===== src/rtl/id_stage_pipe.sv =====
// id_stage_pipe
// Pipelined decode stage: register bank with write-through bypass, RV32
// instruction decode, and a registered ID/EX boundary. Both sides use
// valid/ready handshakes. Load-use hazards insert one bubble. Operands held
// in ID/EX are refreshed by writebacks, and a flush discards ID/EX along
// with the incoming instruction.
//
// Ports
//   clk, rst_n                     clock, asynchronous active-low reset
//   instr_valid_i/instr_i/pc_i     fetch side instruction, ready via instr_ready_o
//   flush_i                        drop ID/EX and the incoming instruction
//   reg_wen_i/reg_waddr_i/reg_wdata_i  writeback port into the bank
//   ex_valid_o/ex_ready_i          execute side handshake
//   ex_*                           registered decode payload
module id_stage_pipe #(
    parameter int WORD_WIDTH   = 32,
    parameter int ADDR_WIDTH   = 5,
    parameter int ALU_OP_WIDTH = 4,
    parameter int HAZARD_EN    = 1
) (
    input  logic                    clk,
    input  logic                    rst_n,
    input  logic                    instr_valid_i,
    input  logic [WORD_WIDTH-1:0]   instr_i,
    input  logic [WORD_WIDTH-1:0]   pc_i,
    output logic                    instr_ready_o,
    input  logic                    flush_i,
    input  logic                    reg_wen_i,
    input  logic [ADDR_WIDTH-1:0]   reg_waddr_i,
    input  logic [WORD_WIDTH-1:0]   reg_wdata_i,
    output logic                    ex_valid_o,
    input  logic                    ex_ready_i,
    output logic [WORD_WIDTH-1:0]   ex_pc_o,
    output logic [WORD_WIDTH-1:0]   ex_rdata1_o,
    output logic [WORD_WIDTH-1:0]   ex_rdata2_o,
    output logic [ADDR_WIDTH-1:0]   ex_rs1_o,
    output logic [ADDR_WIDTH-1:0]   ex_rs2_o,
    output logic [ADDR_WIDTH-1:0]   ex_rd_o,
    output logic [ALU_OP_WIDTH-1:0] ex_alu_op_o,
    output logic [2:0]              ex_load_type_o,
    output logic [1:0]              ex_store_type_o,
    output logic [9:0]              ex_ctrl_o,
    output logic                    ex_is_load_o
);

    localparam int DEPTH = 2 ** ADDR_WIDTH;

    localparam logic [6:0] OPC_LOAD   = 7'b0000011;
    localparam logic [6:0] OPC_OPIMM  = 7'b0010011;
    localparam logic [6:0] OPC_AUIPC  = 7'b0010111;
    localparam logic [6:0] OPC_STORE  = 7'b0100011;
    localparam logic [6:0] OPC_OP     = 7'b0110011;
    localparam logic [6:0] OPC_LUI    = 7'b0110111;
    localparam logic [6:0] OPC_BRANCH = 7'b1100011;
    localparam logic [6:0] OPC_JALR   = 7'b1100111;
    localparam logic [6:0] OPC_JAL    = 7'b1101111;

    logic [WORD_WIDTH-1:0]   bank_r [DEPTH];

    logic                    ex_valid_r;
    logic [WORD_WIDTH-1:0]   ex_pc_r;
    logic [WORD_WIDTH-1:0]   ex_rdata1_r;
    logic [WORD_WIDTH-1:0]   ex_rdata2_r;
    logic [ADDR_WIDTH-1:0]   ex_rs1_r;
    logic [ADDR_WIDTH-1:0]   ex_rs2_r;
    logic [ADDR_WIDTH-1:0]   ex_rd_r;
    logic [ALU_OP_WIDTH-1:0] ex_alu_op_r;
    logic [2:0]              ex_load_type_r;
    logic [1:0]              ex_store_type_r;
    logic [9:0]              ex_ctrl_r;
    logic                    ex_is_load_r;

    logic [ADDR_WIDTH-1:0]   rs1_s, rs2_s, rd_s;
    logic [6:0]              opcode_s, funct7_s;
    logic [2:0]              funct3_s;
    logic [WORD_WIDTH-1:0]   rdata1_s, rdata2_s;
    logic [3:0]              alu4_s;
    logic [2:0]              load_type_s;
    logic [1:0]              store_type_s;
    logic [9:0]              ctrl_s;
    logic                    slot_free_s, hz_s, accept_s;
    logic                    wr_live_s;

    assign opcode_s  = instr_i[6:0];
    assign funct3_s  = instr_i[14:12];
    assign funct7_s  = instr_i[31:25];
    assign rs1_s     = instr_i[15 +: ADDR_WIDTH];
    assign rs2_s     = instr_i[20 +: ADDR_WIDTH];
    assign rd_s      = instr_i[7 +: ADDR_WIDTH];
    assign wr_live_s = reg_wen_i && (reg_waddr_i != '0);

    // Operand read with x0 forced to zero and same-cycle writeback bypass.
    always_comb begin
        rdata1_s = '0;
        rdata2_s = '0;
        if (rs1_s == '0) begin
            rdata1_s = '0;
        end else if (wr_live_s && (reg_waddr_i == rs1_s)) begin
            rdata1_s = reg_wdata_i;
        end else begin
            rdata1_s = bank_r[rs1_s];
        end
        if (rs2_s == '0) begin
            rdata2_s = '0;
        end else if (wr_live_s && (reg_waddr_i == rs2_s)) begin
            rdata2_s = reg_wdata_i;
        end else begin
            rdata2_s = bank_r[rs2_s];
        end
    end

    // Instruction decode. ctrl = {write_en, stype, imm_alu, jarl, jal, branch,
    // auipc, lui, zeroflag, mdu_op}. alu4 = {funct7[5] where it selects
    // sub/sra, funct3}; branches use subtract (4'b1000). zeroflag marks the
    // equality branches (funct3[2]==0: beq/bne), which test the zero result.
    always_comb begin
        alu4_s       = 4'b0000;
        load_type_s  = 3'b000;
        store_type_s = 2'b00;
        ctrl_s       = 10'b0000000000;
        case (opcode_s)
            OPC_OP: begin
                ctrl_s[9] = 1'b1;
                if (funct7_s == 7'b0000001) begin
                    ctrl_s[0] = 1'b1;
                    alu4_s    = {1'b0, funct3_s};
                end else begin
                    alu4_s    = {funct7_s[5], funct3_s};
                end
            end
            OPC_OPIMM: begin
                ctrl_s[9] = 1'b1;
                ctrl_s[7] = 1'b1;
                alu4_s    = {(funct3_s == 3'b101) ? funct7_s[5] : 1'b0, funct3_s};
            end
            OPC_LOAD: begin
                ctrl_s[9]   = 1'b1;
                ctrl_s[7]   = 1'b1;
                load_type_s = funct3_s;
            end
            OPC_STORE: begin
                ctrl_s[8]    = 1'b1;
                ctrl_s[7]    = 1'b1;
                store_type_s = funct3_s[1:0];
            end
            OPC_BRANCH: begin
                ctrl_s[4] = 1'b1;
                ctrl_s[1] = ~funct3_s[2];
                alu4_s    = 4'b1000;
            end
            OPC_JALR: begin
                ctrl_s[9] = 1'b1;
                ctrl_s[7] = 1'b1;
                ctrl_s[6] = 1'b1;
            end
            OPC_JAL: begin
                ctrl_s[9] = 1'b1;
                ctrl_s[5] = 1'b1;
            end
            OPC_AUIPC: begin
                ctrl_s[9] = 1'b1;
                ctrl_s[3] = 1'b1;
            end
            OPC_LUI: begin
                ctrl_s[9] = 1'b1;
                ctrl_s[2] = 1'b1;
            end
            default: begin
                ctrl_s = 10'b0000000000;
            end
        endcase
    end

    // Handshake: both rs fields are compared whatever the format, so
    // the hazard check is conservative for formats without rs2.
    assign slot_free_s   = !ex_valid_r || ex_ready_i;
    assign hz_s          = (HAZARD_EN != 0) && ex_valid_r && ex_is_load_r &&
                           (ex_rd_r != '0) &&
                           ((ex_rd_r == rs1_s) || (ex_rd_r == rs2_s));
    assign instr_ready_o = flush_i || (slot_free_s && !hz_s);
    assign accept_s      = instr_valid_i && instr_ready_o && !flush_i;

    // Register bank write; x0 is never written so it stays zero.
    always_ff @(posedge clk or negedge rst_n) begin
        if (!rst_n) begin
            for (int i = 0; i < DEPTH; i++) begin
                bank_r[i] <= '0;
            end
        end else if (wr_live_s) begin
            bank_r[reg_waddr_i] <= reg_wdata_i;
        end else begin
            bank_r[0] <= '0;
        end
    end

    // ID/EX register: flush > accept > bubble > hold (with operand refresh).
    always_ff @(posedge clk or negedge rst_n) begin
        if (!rst_n) begin
            ex_valid_r      <= 1'b0;
            ex_pc_r         <= '0;
            ex_rdata1_r     <= '0;
            ex_rdata2_r     <= '0;
            ex_rs1_r        <= '0;
            ex_rs2_r        <= '0;
            ex_rd_r         <= '0;
            ex_alu_op_r     <= '0;
            ex_load_type_r  <= 3'b000;
            ex_store_type_r <= 2'b00;
            ex_ctrl_r       <= 10'b0000000000;
            ex_is_load_r    <= 1'b0;
        end else if (flush_i) begin
            ex_valid_r      <= 1'b0;
        end else if (accept_s) begin
            ex_valid_r      <= 1'b1;
            ex_pc_r         <= pc_i;
            ex_rdata1_r     <= rdata1_s;
            ex_rdata2_r     <= rdata2_s;
            ex_rs1_r        <= rs1_s;
            ex_rs2_r        <= rs2_s;
            ex_rd_r         <= rd_s;
            ex_alu_op_r     <= ALU_OP_WIDTH'(alu4_s);
            ex_load_type_r  <= load_type_s;
            ex_store_type_r <= store_type_s;
            ex_ctrl_r       <= ctrl_s;
            ex_is_load_r    <= (opcode_s == OPC_LOAD);
        end else if (slot_free_s) begin
            ex_valid_r      <= 1'b0;
        end else begin
            // Held entry: pick up writebacks to its source registers.
            if (wr_live_s && (reg_waddr_i == ex_rs1_r)) begin
                ex_rdata1_r <= reg_wdata_i;
            end else begin
                ex_rdata1_r <= ex_rdata1_r;
            end
            if (wr_live_s && (reg_waddr_i == ex_rs2_r)) begin
                ex_rdata2_r <= reg_wdata_i;
            end else begin
                ex_rdata2_r <= ex_rdata2_r;
            end
        end
    end

    assign ex_valid_o      = ex_valid_r;
    assign ex_pc_o         = ex_pc_r;
    assign ex_rdata1_o     = ex_rdata1_r;
    assign ex_rdata2_o     = ex_rdata2_r;
    assign ex_rs1_o        = ex_rs1_r;
    assign ex_rs2_o        = ex_rs2_r;
    assign ex_rd_o         = ex_rd_r;
    assign ex_alu_op_o     = ex_alu_op_r;
    assign ex_load_type_o  = ex_load_type_r;
    assign ex_store_type_o = ex_store_type_r;
    assign ex_ctrl_o       = ex_ctrl_r;
    assign ex_is_load_o    = ex_is_load_r;

endmodule


===== config.mk =====
export PLATFORM = sky130hd
export DESIGN_NAME = id_stage_pipe
export DESIGN_NICKNAME = d
export VERILOG_FILES = /design/src/rtl/id_stage_pipe.sv
export SDC_FILE = /design/constraint.sdc
export NUM_CORES = 2
export LEC_CHECK = 0
export CORE_AREA = 2 2 437 330
export DETAILED_ROUTE_END_ITERATION = 10
export DIE_AREA = 0 0 439 332
export GPL_TIMING_DRIVEN = 1
export PLACE_DENSITY = 0.56
export RECOVER_POWER = 25
export SETUP_SLACK_MARGIN = 0.5
export SYNTH_ARGS = -nofsm -noshare
export SYNTH_HDL_FRONTEND = slang
export SYNTH_SLANG_ARGS = --single-unit
export TNS_END_PERCENT = 20

===== constraint.sdc =====
create_clock -name clk -period 2.8 [get_ports clk]
set_clock_uncertainty 0.1 [all_clocks]
set_input_delay 0.42 -clock clk [delete_from_list [all_inputs] [get_ports clk]]
set_output_delay 0.42 -clock clk [all_outputs]
set_load 0.02 [all_outputs]

==> qor.yml <==
stdcell_count: 6862
gp_congestion: 0.899
max-slew-margin-rel_pct: -24.3
highest_layer: "met5"
first_pass_iters: 7
grt_pass1_vias: 43300
ir_drop_mv: 0.553
hp-class: "primary input to asynchronous set/reset pin"
grt_pass1_wl_um: 329000
status: "finished with violations"
syn_inst: 4451
cts_buffer_depth: 3
route.detailed.drc: 0
worst-slew-pin-transition_ns: 1.86
fin_crit_sh_pct: 100
synth_top_area_share_pct: 47.8
p_switching_uw: 14500
leakagePower_uw: 0.0328
ys_ff_latch: 1156
slowest_delay_ns: 0.57
drv_slew: 273
met3_wirelength_um: 18200
r2r_cells: 10
p_int_uw: 35500
antenna_found_initial: 10
fmax_mhz: 356
drive_above_1_share_pct: 44.0
synth_area_um2: 60500
r2r_end: "ex_rdata2_o[2]$_DFFE_PN0P_"
path_buf_inv: 1
postLayoutCoreUtil_pct: 51.8
rrSetupSlack_ns: 0.02
grt_usage_pct: 31.2
synth_largest_area_cell: "dfrtp_1"
start_util_pct: 42.6
grt_max_degree: 113
synth_ff_type: "dfrtp_1"
path_delay_family: "simple AND/OR/NAND/NOR gates"
synth_area_leaders: "dfrtp_1 48%, mux2_2 20%, mux4_2 12%, mux2i_1 6.0%, nand2_1 1.5%"
routed-wl-met2_um: 101000
first_iter_violations: 4196
synth_edf_count: 0
cellPowerDensity_nw_per_um2: 681
reg2reg_from: "ex_rd_o[2]$_DFFE_PN0P_"
cts_tree: "done"
die_w_um: 439
crit_start: "ex_rd_o[2]$_DFFE_PN0P_"
crit_type: "register to output port"
wl_per_cell_um: 33.3
p_comb_share_pct: 21.9
period_minus_slack_ns: 2.81
slowest_stage: "or4_4"
placedCellCount: 6624
die_h_um: 332
portBuffers: 239
path_depth: 5
p_sw_share_pct: 29.0
drv_cap: 4
area_growth_pct: 21.5
clock_latency_ns: 0.77
mostFrequentLayoutCell: "dfrtp_1"
clk_pin_slew_ns: 0.06
wl_met1_um: 101000
final_hold_viol_count: 0
core_um2: 142000
num_io_pins: 240
synth_area_per_cell_um2: 13.6
fin_hold_ws_ns: 0.0126
layout.nets: 4975
ant_nets: 0
finalWorstSetupSlack_ns: -0.0103
sequentialPowerShare_pct: 44.6
num_vias: 43300
synth_nets: 4558
hpwl_um: 151000
path_max_fanout: 2
rows: 120
ys_seq_area_share_pct: 47.8
required_ns: 2.28
h-tree-depth: 3
grt_overflow_total: 0
setup_violations: 1
cts-buffers-inserted: 119
worstPathArrival_ns: 2.29
cp_cell_sequence: "or4_4 -> o2111ai_4 -> nor2_2 -> nor2_1 -> buf_4"
design.die.area_um2: 146000
end_kind: "output port"
ys_types: 62
yosysWarnings: 0
drt_wl_total_um: 228000
cts_root_buffer: "clkbuf_16"
clock-sinks: 1156
async_reset_ff_share_pct: 100
clockPowerShare_pct: 33.5
vias_per_cell: 6.31
violations: "max-capacitance violations, max-slew violations, negative setup slack"
startpoint_type: "register"
mostFrequentLayoutCells: "1148 x dfrtp_1, 1056 x mux2_2, 363 x mux2i_1"
rsz0062_at_grt: "true"
==> stage by stage <==
step / instance area, um2 / power, uW / TNS, ns / worst slack, ns
6_report: 73500 / 50100 / -0.0103 / -0.0103
2_1_floorplan: 60800 / 29000 / 0 / 0.475
3_3_place_gp: 69200 / 33300 / -47.15 / -0.695
4_1_cts: 73600 / 50200 / -0.0468 / -0.0468
5_1_grt: 73500 / 52100 / -0.223 / -0.0876
3_5_place_dp: 69200 / 33600 / -47.06 / -0.755
==> per-layer routing <==
metal / GRT usage (%) / vias up
li1: - / 17800
met1: 46.0 / 23300
met2: 46.1 / 1834
met3: 6.23 / 410
met4: 10.1 / 2
met5: 0 / -
==> sequential cells by signal, summed over array words and instances, names as in the netlist, 5 cells and up <==
register / count
bank_r: 1024
ex_pc_o: 32
ex_rdata1_o: 32
ex_rdata2_o: 32
ex_ctrl_o: 10
ex_rd_o: 5
ex_rs1_o: 5
ex_rs2_o: 5
==> cell families (layout without fill, tap and decap cells) <==
kind of cell    after synthesis  count (layout)  share of synthesized area (%)
buf+inv                     455             970                           3.59
other cells                   0               5                              0
compound gates              539             539                           6.52
xor+xnor                     30              30                          0.434
mux                        1735            1735                           37.4
simple gates                536             536                           4.23
flops                      1156            1156                           47.8
==> worst max path at each step <==
| stage | to | slack (ns) |
|---|---|---|
| after floorplan | ex_rdata1_o[18]$_DFFE_PN0P_ | 0.47 |
| after global placement | ex_rdata1_o[30]$_DFFE_PN0P_ | -0.69 |
| after detailed placement | ex_rdata1_o[30]$_DFFE_PN0P_ | -0.75 |
| after CTS | instr_ready_o | -0.05 |
| after global routing | instr_ready_o | -0.09 |
| final | instr_ready_o | -0.01 |
==> power groups by stage <==
stage                     combinational [uW]  clock [uW]  sequential, uW
after detailed placement               11000           0           22600
after CTS                              11000       17000           22300
after global placement                 10800           0           22500
after global routing                   11700       17700           22800
after floorplan                         6960           0           22000
final                                  11000       16800           22400
==> cells in the mapped netlist, drive strengths merged, types with 30 or more instances <==
cell	n
dfrtp	1156
mux2	1056
mux2i	363
mux4	316
buf	248
nand2	236
clkbuf	204
o22ai	116
a21oi	90
nor2	73
nand3	53
a22oi	48
a22o	36
and2	36
o221ai	35
o21ai	33
a211o	32
a211oi	32
a221o	32
nor4	32
nor3	30
==> final cells by class <==
type	instances	area, um2
Timing Repair Buffer	748	8240
Fill cell	12100	68400
Inverter	3	11.3
Sequential cell	1156	28900
Clock inverter	48	616
Multi-Input combinational cell	2840	29900
Antenna cell	5	12.5
Tap cell	1891	2370
Clock buffer	171	3410
==> worst register-to-register path, cell delays in order, from the launching register on <==
cell and delay [ns]:
dfrtp_2 0.40, or4_4 0.57, o2111ai_4 0.23, buf_4 0.15
buf_6 0.08, buf_6 0.12, o21ai_4 0.08, buf_6 0.16
and2_4 0.23, buf_16 0.21, a221o_1 0.35
==> what timing repair did <==
action | 4_1_cts | 5_1_grt
buffers inserted | 6 | 1
pin swaps | 1 | 2
cloned | 4 | 0
endpoints found under the setup margin | 215 | 143
hold buffers | 3 | 0
hold endpoints to repair | 505 | 0
resized for setup | 139 | 45
(Power assumes the default switching activity.)
